===== src/rtl/dac_code_streamer.sv =====
// DAC code streamer: a small FIFO of conversion codes drained onto a registered
// din bus at a programmable update rate, with an upd strobe and a sticky underrun flag.
module dac_code_streamer #(
  parameter int BITS  = 4,
  parameter int DEPTH = 8,
  parameter int DIV_W = 8
) (
  input  logic                     clk,
  input  logic                     rst_n,
  input  logic                     s_valid,
  output logic                     s_ready,
  input  logic [BITS-1:0]          s_data,
  input  logic                     en,
  input  logic [DIV_W-1:0]         div,
  input  logic                     clr_underrun,
  output logic [BITS-1:0]          din,
  output logic                     upd,
  output logic                     underrun,
  output logic [$clog2(DEPTH):0]   level
);

  localparam int AW = $clog2(DEPTH);
  localparam int LW = AW + 1;
  localparam logic [LW-1:0] FULL_LVL = LW'(DEPTH);

  logic [BITS-1:0]  mem_q [DEPTH];
  logic [AW-1:0]    wr_ptr_q, wr_ptr_d;
  logic [AW-1:0]    rd_ptr_q, rd_ptr_d;
  logic [LW-1:0]    level_q, level_d;
  logic [DIV_W-1:0] cnt_q, cnt_d;
  logic [BITS-1:0]  din_q, din_d;
  logic             upd_q, upd_d;
  logic             underrun_q, underrun_d;

  logic full_s;
  logic empty_s;
  logic tick_s;
  logic push_s;
  logic pop_s;

  // Next-state logic. Pops see only the registered level, so a sample written
  // this cycle cannot leave before the following tick.
  always_comb begin
    full_s  = (level_q == FULL_LVL);
    empty_s = (level_q == {LW{1'b0}});
    tick_s  = en && (cnt_q == div);
    push_s  = s_valid && !full_s;
    pop_s   = tick_s && !empty_s;

    cnt_d      = cnt_q;
    wr_ptr_d   = wr_ptr_q;
    rd_ptr_d   = rd_ptr_q;
    level_d    = level_q;
    din_d      = din_q;
    upd_d      = 1'b0;
    underrun_d = underrun_q;

    // A count above a freshly lowered div runs on to all-ones and wraps naturally.
    if (!en) begin
      cnt_d = {DIV_W{1'b0}};
    end else if (tick_s) begin
      cnt_d = {DIV_W{1'b0}};
    end else begin
      cnt_d = cnt_q + DIV_W'(1);
    end

    if (push_s) begin
      wr_ptr_d = wr_ptr_q + AW'(1);
    end else begin
      wr_ptr_d = wr_ptr_q;
    end

    if (pop_s) begin
      rd_ptr_d = rd_ptr_q + AW'(1);
      din_d    = mem_q[rd_ptr_q];
      upd_d    = 1'b1;
    end else begin
      rd_ptr_d = rd_ptr_q;
      din_d    = din_q;
      upd_d    = 1'b0;
    end

    case ({push_s, pop_s})
      2'b10:   level_d = level_q + LW'(1);
      2'b01:   level_d = level_q - LW'(1);
      default: level_d = level_q;
    endcase

    // Set has priority over clear.
    if (tick_s && empty_s) begin
      underrun_d = 1'b1;
    end else if (clr_underrun) begin
      underrun_d = 1'b0;
    end else begin
      underrun_d = underrun_q;
    end
  end

  // Sample storage; contents are don't-care until written.
  always_ff @(posedge clk) begin
    if (push_s) begin
      mem_q[wr_ptr_q] <= s_data;
    end
  end

  // Control and output registers.
  always_ff @(posedge clk or negedge rst_n) begin
    if (!rst_n) begin
      wr_ptr_q   <= {AW{1'b0}};
      rd_ptr_q   <= {AW{1'b0}};
      level_q    <= {LW{1'b0}};
      cnt_q      <= {DIV_W{1'b0}};
      din_q      <= {BITS{1'b0}};
      upd_q      <= 1'b0;
      underrun_q <= 1'b0;
    end else begin
      wr_ptr_q   <= wr_ptr_d;
      rd_ptr_q   <= rd_ptr_d;
      level_q    <= level_d;
      cnt_q      <= cnt_d;
      din_q      <= din_d;
      upd_q      <= upd_d;
      underrun_q <= underrun_d;
    end
  end

  assign s_ready  = ~full_s;
  assign din      = din_q;
  assign upd      = upd_q;
  assign underrun = underrun_q;
  assign level    = level_q;

endmodule


===== config.mk =====
export PLATFORM = sky130hd
export DESIGN_NAME = dac_code_streamer
export DESIGN_NICKNAME = d
export VERILOG_FILES = /design/src/rtl/dac_code_streamer.sv
export SDC_FILE = /design/constraint.sdc
export NUM_CORES = 1
export LEC_CHECK = 0
export ABC_AREA = 1
export CORE_UTILIZATION = 40
export CTS_CLUSTER_SIZE = 40
export DETAILED_ROUTE_END_ITERATION = 8
export PLACE_DENSITY = 0.61
export REMOVE_ABC_BUFFERS = 1
export SLEW_MARGIN = 25
export SYNTH_ARGS = -nofsm -noshare
export SYNTH_HDL_FRONTEND = slang
export SYNTH_SLANG_ARGS = --single-unit
export TNS_END_PERCENT = 30

===== constraint.sdc =====
create_clock -name clk -period 2.8 [get_ports clk]
set_input_delay 0.28 -clock clk [delete_from_list [all_inputs] [get_ports clk]]
set_output_delay 0.28 -clock clk [all_outputs]
set_load 0.02 [all_outputs]

==> impl_metrics.tcl, run 1 <==
set metrics [dict create \
    outcome "completed" \
    fp.dieArea_um2 7448 \
    cap_violations 0 \
    synth_cell_types 24 \
    powerDensity_nw_per_um2 631.3 \
    grt_max_degree 25 \
    diodes 0 \
    use_met2_pct 25.90 \
    die_h_um 86.30 \
    synth_warnings 0 \
    crit_path_end_kind "register" \
    cts.sinks 56 \
    clkLatencyLatePin_ps 300 \
    drt_pass1_iterations 4 \
    arrival_ps 2570 \
    syn-cell-area_um2 2843 \
    p_sw_share_pct 32.13 \
    hp-class "in2async" \
    drtAntennaViolNets 0 \
    overflow 0 \
    synth_top_area_share_pct 33.80 \
    max_slew.worst_pin.slew_ps 633.2 \
    cts_setup_buffers 0 \
    setup_tns_ps 0 \
    p_seq_share_pct 52.2 \
    drv_slew 0 \
    vdd_drop_max_mv 0.2911 \
    viasPerCell 4.510 \
    clkTransAtPathRegs_ps 90 \
    worstPathMaxFanout 3 \
    clock_skew_ps 4.352 \
    num_vias 2097 \
    power.switching_uw 674.1 \
    row_count 30 \
    antenna_found_initial 0 \
    fmax_mhz 426.9 \
    core_area_um2 6832 \
    intPower_uw 1424 \
    cts_buffers 5 \
    rsz0062_at_grt "false" \
    slew_headroom_pct 57.79 \
    clk_path_buf_depth 2 \
    met1_usage_pct 20.35 \
    path_cells "clkdlybuf4s50_1 > inv_1 > nand2_1 > nand2_1 > nor2_1 > nand2_1 > nor2_1 > nand2_1 > a21oi_1 > ha_1 > xor2_1 > ha_1 > a21oi_1 > xor2_1 > o21ai_0" \
    leakagePower_uw 0.001680 \
    hold_slack_ps 336.4 \
    setup_viol 0 \
    slowest_stage "clkdlybuf4s50_1" \
    grt_use_met3_pct 2.952 \
    yosys.area.top_type "edfxtp_1" \
    grt_pass1_vias 1914 \
    gp_congestion 0.8392 \
    p_clk_share_pct 21.5 \
    wl_per_cell_um 11.13 \
    required_ps 3030 \
    layout.nets 391 \
    synthCells 337 \
    ios 28 \
    start_util_pct 41.61 \
    drive_above_1_share_pct 6.504 \
    slowest_delay_ps 490 \
    cts-resized-gates 0 \
    fin_crit_ps 2343 \
    ctsHoldBuffers 0 \
    grt_usage_pct 15.38 \
    fin_crit_sh_pct 83.66 \
    htreeDepth 2 \
    grt_pass1_wl_um 8845 \
    routed_wl_um 5174 \
    top_usage_layer "met2" \
    crit_type "in2reg" \
    die_w_um 86.30 \
    synth.area.top_cells "edfxtp_1 34%, dfrtp_1 21%, nand2_1 16%" \
    area_growth_pct 16.90 \
    drcViolationCount 0 \
    avgSynthCellArea_um2 8.435 \
    dp_hpwl_um 3873 \
    hold_violations 0 \
    cpMostUsedCell "nand2_1" \
    crit_buf_inv 2 \
    seq_area_frac_synth_pct 54.93 \
    cts_tree "done" \
    path_delay_family "simple AND/OR/NAND/NOR gates" \
    first_iter_violations 128 \
    synth-seq-cells 56 \
    power_frac_comb_pct 26.3 \
    cp-start-kind "input pin" \
    port_buffers 27 \
    root_buffer "clkbuf_8" \
]
-- power groups by stage --
stage               clock network [µW]  logic (µW)  registers, µW
CTS                                471         560           1100
finish                             452         551           1090
global route                       497         627           1110
global placement                     0         548           1110
detailed placement                   0         556           1120
floorplan                            0         321           1140
-- cell type report --
| class | count | area (µm²) |
|---|---|---|
| sequential | 56 | 1562 |
| clock buffer | 7 | 86.33 |
| inverter | 69 | 259.0 |
| clock inverter | 1 | 7.507 |
| multi-input combinational | 206 | 996.0 |
| tap | 96 | 120.1 |
| fill | 696 | 3508 |
| timing repair buffer | 30 | 292.8 |
-- path summary, 6_finish.rpt --
| check | startpoint | endpoint | slack [ps] | cells past startpoint |
|---|---|---|---|---|
| min reg2reg | din[2] | din[2] | 490 | 2 |
| min | rst_n | cnt_q[7] | 340 | 2 |
| max reg2reg | cnt_q[4] | level[2] | 480 | 13 |
| min in group clk | din[2] | din[2] | 490 | 2 |
| max in group asynchronous | rst_n | cnt_q[2] | 2220 | 2 |
| max | div[4] | level[2] | 460 | 15 |
-- worst reg2reg max path, delay by kind of cell (launching register included) --
kind | cells | cell delay [ps]
fa+ha+maj | 2 | 420
compound gates | 3 | 390
xor+xnor | 2 | 380
flops | 1 | 450
simple gates | 6 | 640
-- stage by stage --
stage	std cells	instance area, µm²	utilization [%]	power [µW]	setup slack, ps
after floorplan	331	2816	-	1460	693.1
after global placement	457	3229	47.27	1662	220.5
after global routing	465	3323	48.64	2236	210.0
after detailed placement	457	3229	47.27	1672	126.6
after CTS	465	3323	48.64	2128	444.1
final	465	3323	48.64	2098	457.4
-- sequential cells by signal (all words and copies together) (netlist names) --
name / count
underrun: 1
din: 4
wr_ptr_q: 3
upd: 1
mem_q: 32
level: 4
cnt_q: 8
rd_ptr_q: 3
-- synthesized netlist by cell type, drive strengths merged --
library cell	n
a21oi	3
buf	3
clkbuf	3
dfrtp	24
edfxtp	32
ha	6
inv	69
nand2	120
nand3	26
nand3b	1
nand4	13
nor2	18
nor3	3
o21ai	4
o22ai	1
or2	2
xnor2	1
xor2	8
-- layer usage --
| layer | wire, µm | part of all wire, % | up-vias |
|---|---|---|---|
| met3 | 142 | 2.7 | 6 |
| met2 | 2448 | 47 | 24 |
| met4 | 57 | 1.1 | 0 |
| met5 | 0 | 0 | - |
| met1 | 2526 | 49 | 956 |
| li1 | - | - | 1111 |
-- cell families after synthesis --
family / count (synthesis) / synth area share [%]
fa+ha+maj: 6 / 2.641
buf+inv: 75 / 10.04
compound gates: 8 / 1.452
simple gates: 183 / 28.17
xor+xnor: 9 / 2.773
flops: 56 / 54.93
-- cells in the final DEF, fill, tap and decap left out, types with 2 or more instances in the layout --
cell type	count
nand2_1	118
inv_1	61
edfxtp_1	32
clkdlybuf4s50_1	27
nand3_1	25
dfrtp_1	24
nor2_1	16
nand4_1	13
inv_2	8
xor2_1	8
ha_1	6
clkbuf_8	6
o21ai_0	4
a21oi_1	3
nor3_1	3
buf_4	3
nand2_2	2
(Power assumes the default switching activity.)
==> inputs of run 2 (changes only) <==
clock period = 2.2 ns   (was 2.8 ns; I/O delays follow)
==> run 2 against run 1 <==
Die area unchanged; largest power group unchanged; largest cell class unchanged; cell count is 4.1% higher; first-iteration DRC count fell by 16%; critical endpoint unchanged.
==> impl_metrics.tcl, run 2 (synthesis results as in run 1) <==
set metrics [dict create \
    hp-class "in2async" \
    grt_pass1_vias 2147 \
    area_growth_pct 25.04 \
    cts.sinks 56 \
    layout.nets 410 \
    setup_viol 0 \
    fp.dieArea_um2 7448 \
    max_slew.worst_pin.slew_ps 414.7 \
    drcViolationCount 0 \
    top_regs "mem_q x32, cnt_q x8" \
    cpMostUsedCell "nand2_1" \
    drv_slew 0 \
    fillers 659 \
    use_met2_pct 29.00 \
    cap_violations 0 \
    ios 28 \
    crit_type "reg2reg" \
    clk_path_buf_depth 2 \
    first_iter_violations 107 \
    clkLatencyLatePin_ps 310 \
    drtAntennaViolNets 0 \
    grt_usage_pct 16.69 \
    required_ps 2430 \
    fmax_mhz 483.8 \
    root_buffer "clkbuf_8" \
    htreeDepth 2 \
    vdd_drop_max_mv 0.3221 \
    cts_tree "done" \
    routed_wl_um 5560 \
    drive_above_1_share_pct 14.69 \
    placed_cells 472 \
    die_w_um 86.30 \
    fin_cells 484 \
    top_register "mem_q" \
    grt_use_met3_pct 2.952 \
    gp_congestion 0.8656 \
    slew_headroom_pct 72.25 \
    cp-start-kind "register" \
    powerDensity_nw_per_um2 809.2 \
    worstPathMaxFanout 3 \
    arrival_ps 2300 \
    diodes 0 \
    dp_hpwl_um 4045 \
    die_h_um 86.30 \
    drt_pass1_iterations 4 \
    path_cells "nand2_1 > nand2_1 > nor2_1 > nand2_1 > nor2_2 > nand2_2 > a21oi_2 > ha_2 > xor2_2 > ha_4 > a21oi_2 > xor2_1 > o21ai_1" \
    clkTransAtPathRegs_ps 100 \
    clock_skew_ps 9.555 \
    leakagePower_uw 0.001786 \
    final_cell_mix "113 x nand2_1, 61 x inv_1, 32 x edfxtp_1, 27 x clkdlybuf4s50_1, 25 x nand3_1" \
    core_area_um2 6832 \
    wl_per_cell_um 11.49 \
    num_vias 2181 \
    seq_area_um2 1562 \
    slowest_delay_ps 440 \
    grt_max_degree 25 \
    row_count 30 \
    multi_input_area_um2 1067 \
    crit_path_end_kind "register" \
    antenna_found_initial 0 \
    slowest_stage "dfrtp_1" \
    fin_crit_ps 2067 \
    met1_usage_pct 21.67 \
    top_usage_layer "met2" \
    fin_crit_sh_pct 93.94 \
    outcome "completed" \
    largest_reg_flops 32 \
    grt_pass1_wl_um 9729 \
    cts_buffers 5 \
    hold_violations 0 \
    port_buffers 27 \
    overflow 0 \
    viasPerCell 4.506 \
    hold_slack_ps 265.9 \
    rsz0062_at_grt "true" \
    mostFrequentLayoutCell "nand2_1" \
    r2r_start "cnt_q[5]" \
    start_util_pct 41.61 \
    critPathLaunch "cnt_q[5]" \
]
-- run 2: cell types whose count changed in the layout (fill, tap and decap cells not counted), moves of 2 or more --
cell     change
a21oi_1      -2
a21oi_2      +2
buf_4       +19
ha_1         -2
nand2_1      -5
nand2_2      +5
nor2_1       -2
nor2_2       +2
o21ai_0      -2
o21ai_1      +2
xor2_1       -2
-- run 2: routing by layer --
| metal | up-vias | share of wire (%) |
|---|---|---|
| met5 | - | 0 |
| met4 | 0 | 0.92 |
| met3 | 4 | 3.0 |
| met2 | 29 | 49 |
| met1 | 1006 | 47 |
| li1 | 1142 | - |
-- run 2: area by class of cell --
cell class	count	area share (%)
Sequential cell	56	43.93
Multi-Input combinational cell	206	30.02
Timing Repair Buffer	49	12.25
Inverter	69	7.286
Tap cell	96	3.379
Clock buffer	5	1.936
Clock inverter	3	1.197
-- run 2: critical path: cells and delay by family, from the launching register on --
family	cells	cell delay (ps)
AND/OR/NAND/NOR	6	530
XOR/XNOR	2	370
flip-flops	1	440
AO/OA/AOI/OAI	3	280
adder cells (fa/ha/maj)	2	380
-- run 2: worst paths after layout --
path / slack (ps) / endpoint / depth (start not counted)
worst max-delay path: 130 / level[2] / 13
worst min-delay path: 270 / cnt_q[7] / 2
worst max register to register: 130 / level[2] / 13
min in group clk: 480 / underrun / 2
max in group asynchronous: 1680 / din[1] / 2
worst min register to register: 490 / din[2] / 2
-- run 2: repair_timing --
item | CTS | global route
pin swaps | 0 | 3
buffers inserted | 4 | 0
gates resized for setup | 1 | 17
hold buffers | 0 | 0
endpoints found under the setup margin | 1 | 3
-- run 2: stage by stage --
step	util, %	setup WS [ps]	instance area, µm²	total power [µW]	setup TNS [ps]
6_report	52.03	133.2	3555	2877	0
5_1_grt	52.03	-138.3	3555	3087	-283.9
4_1_cts	51.03	18.80	3486	2835	0
3_5_place_dp	48.92	-307.0	3342	2174	-792.6
3_3_place_gp	48.92	-225.8	3342	2161	-577.4
2_1_floorplan	-	93.07	2816	1858	0
-- run 2: power breakdown --
| group | internal, µW | leakage [µW] | switching (µW) |
|---|---|---|---|
| sequential | 1280 | 0.000608 | 111 |
| clock | 337 | 0.0000558 | 320 |
| combinational | 342 | 0.00112 | 484 |
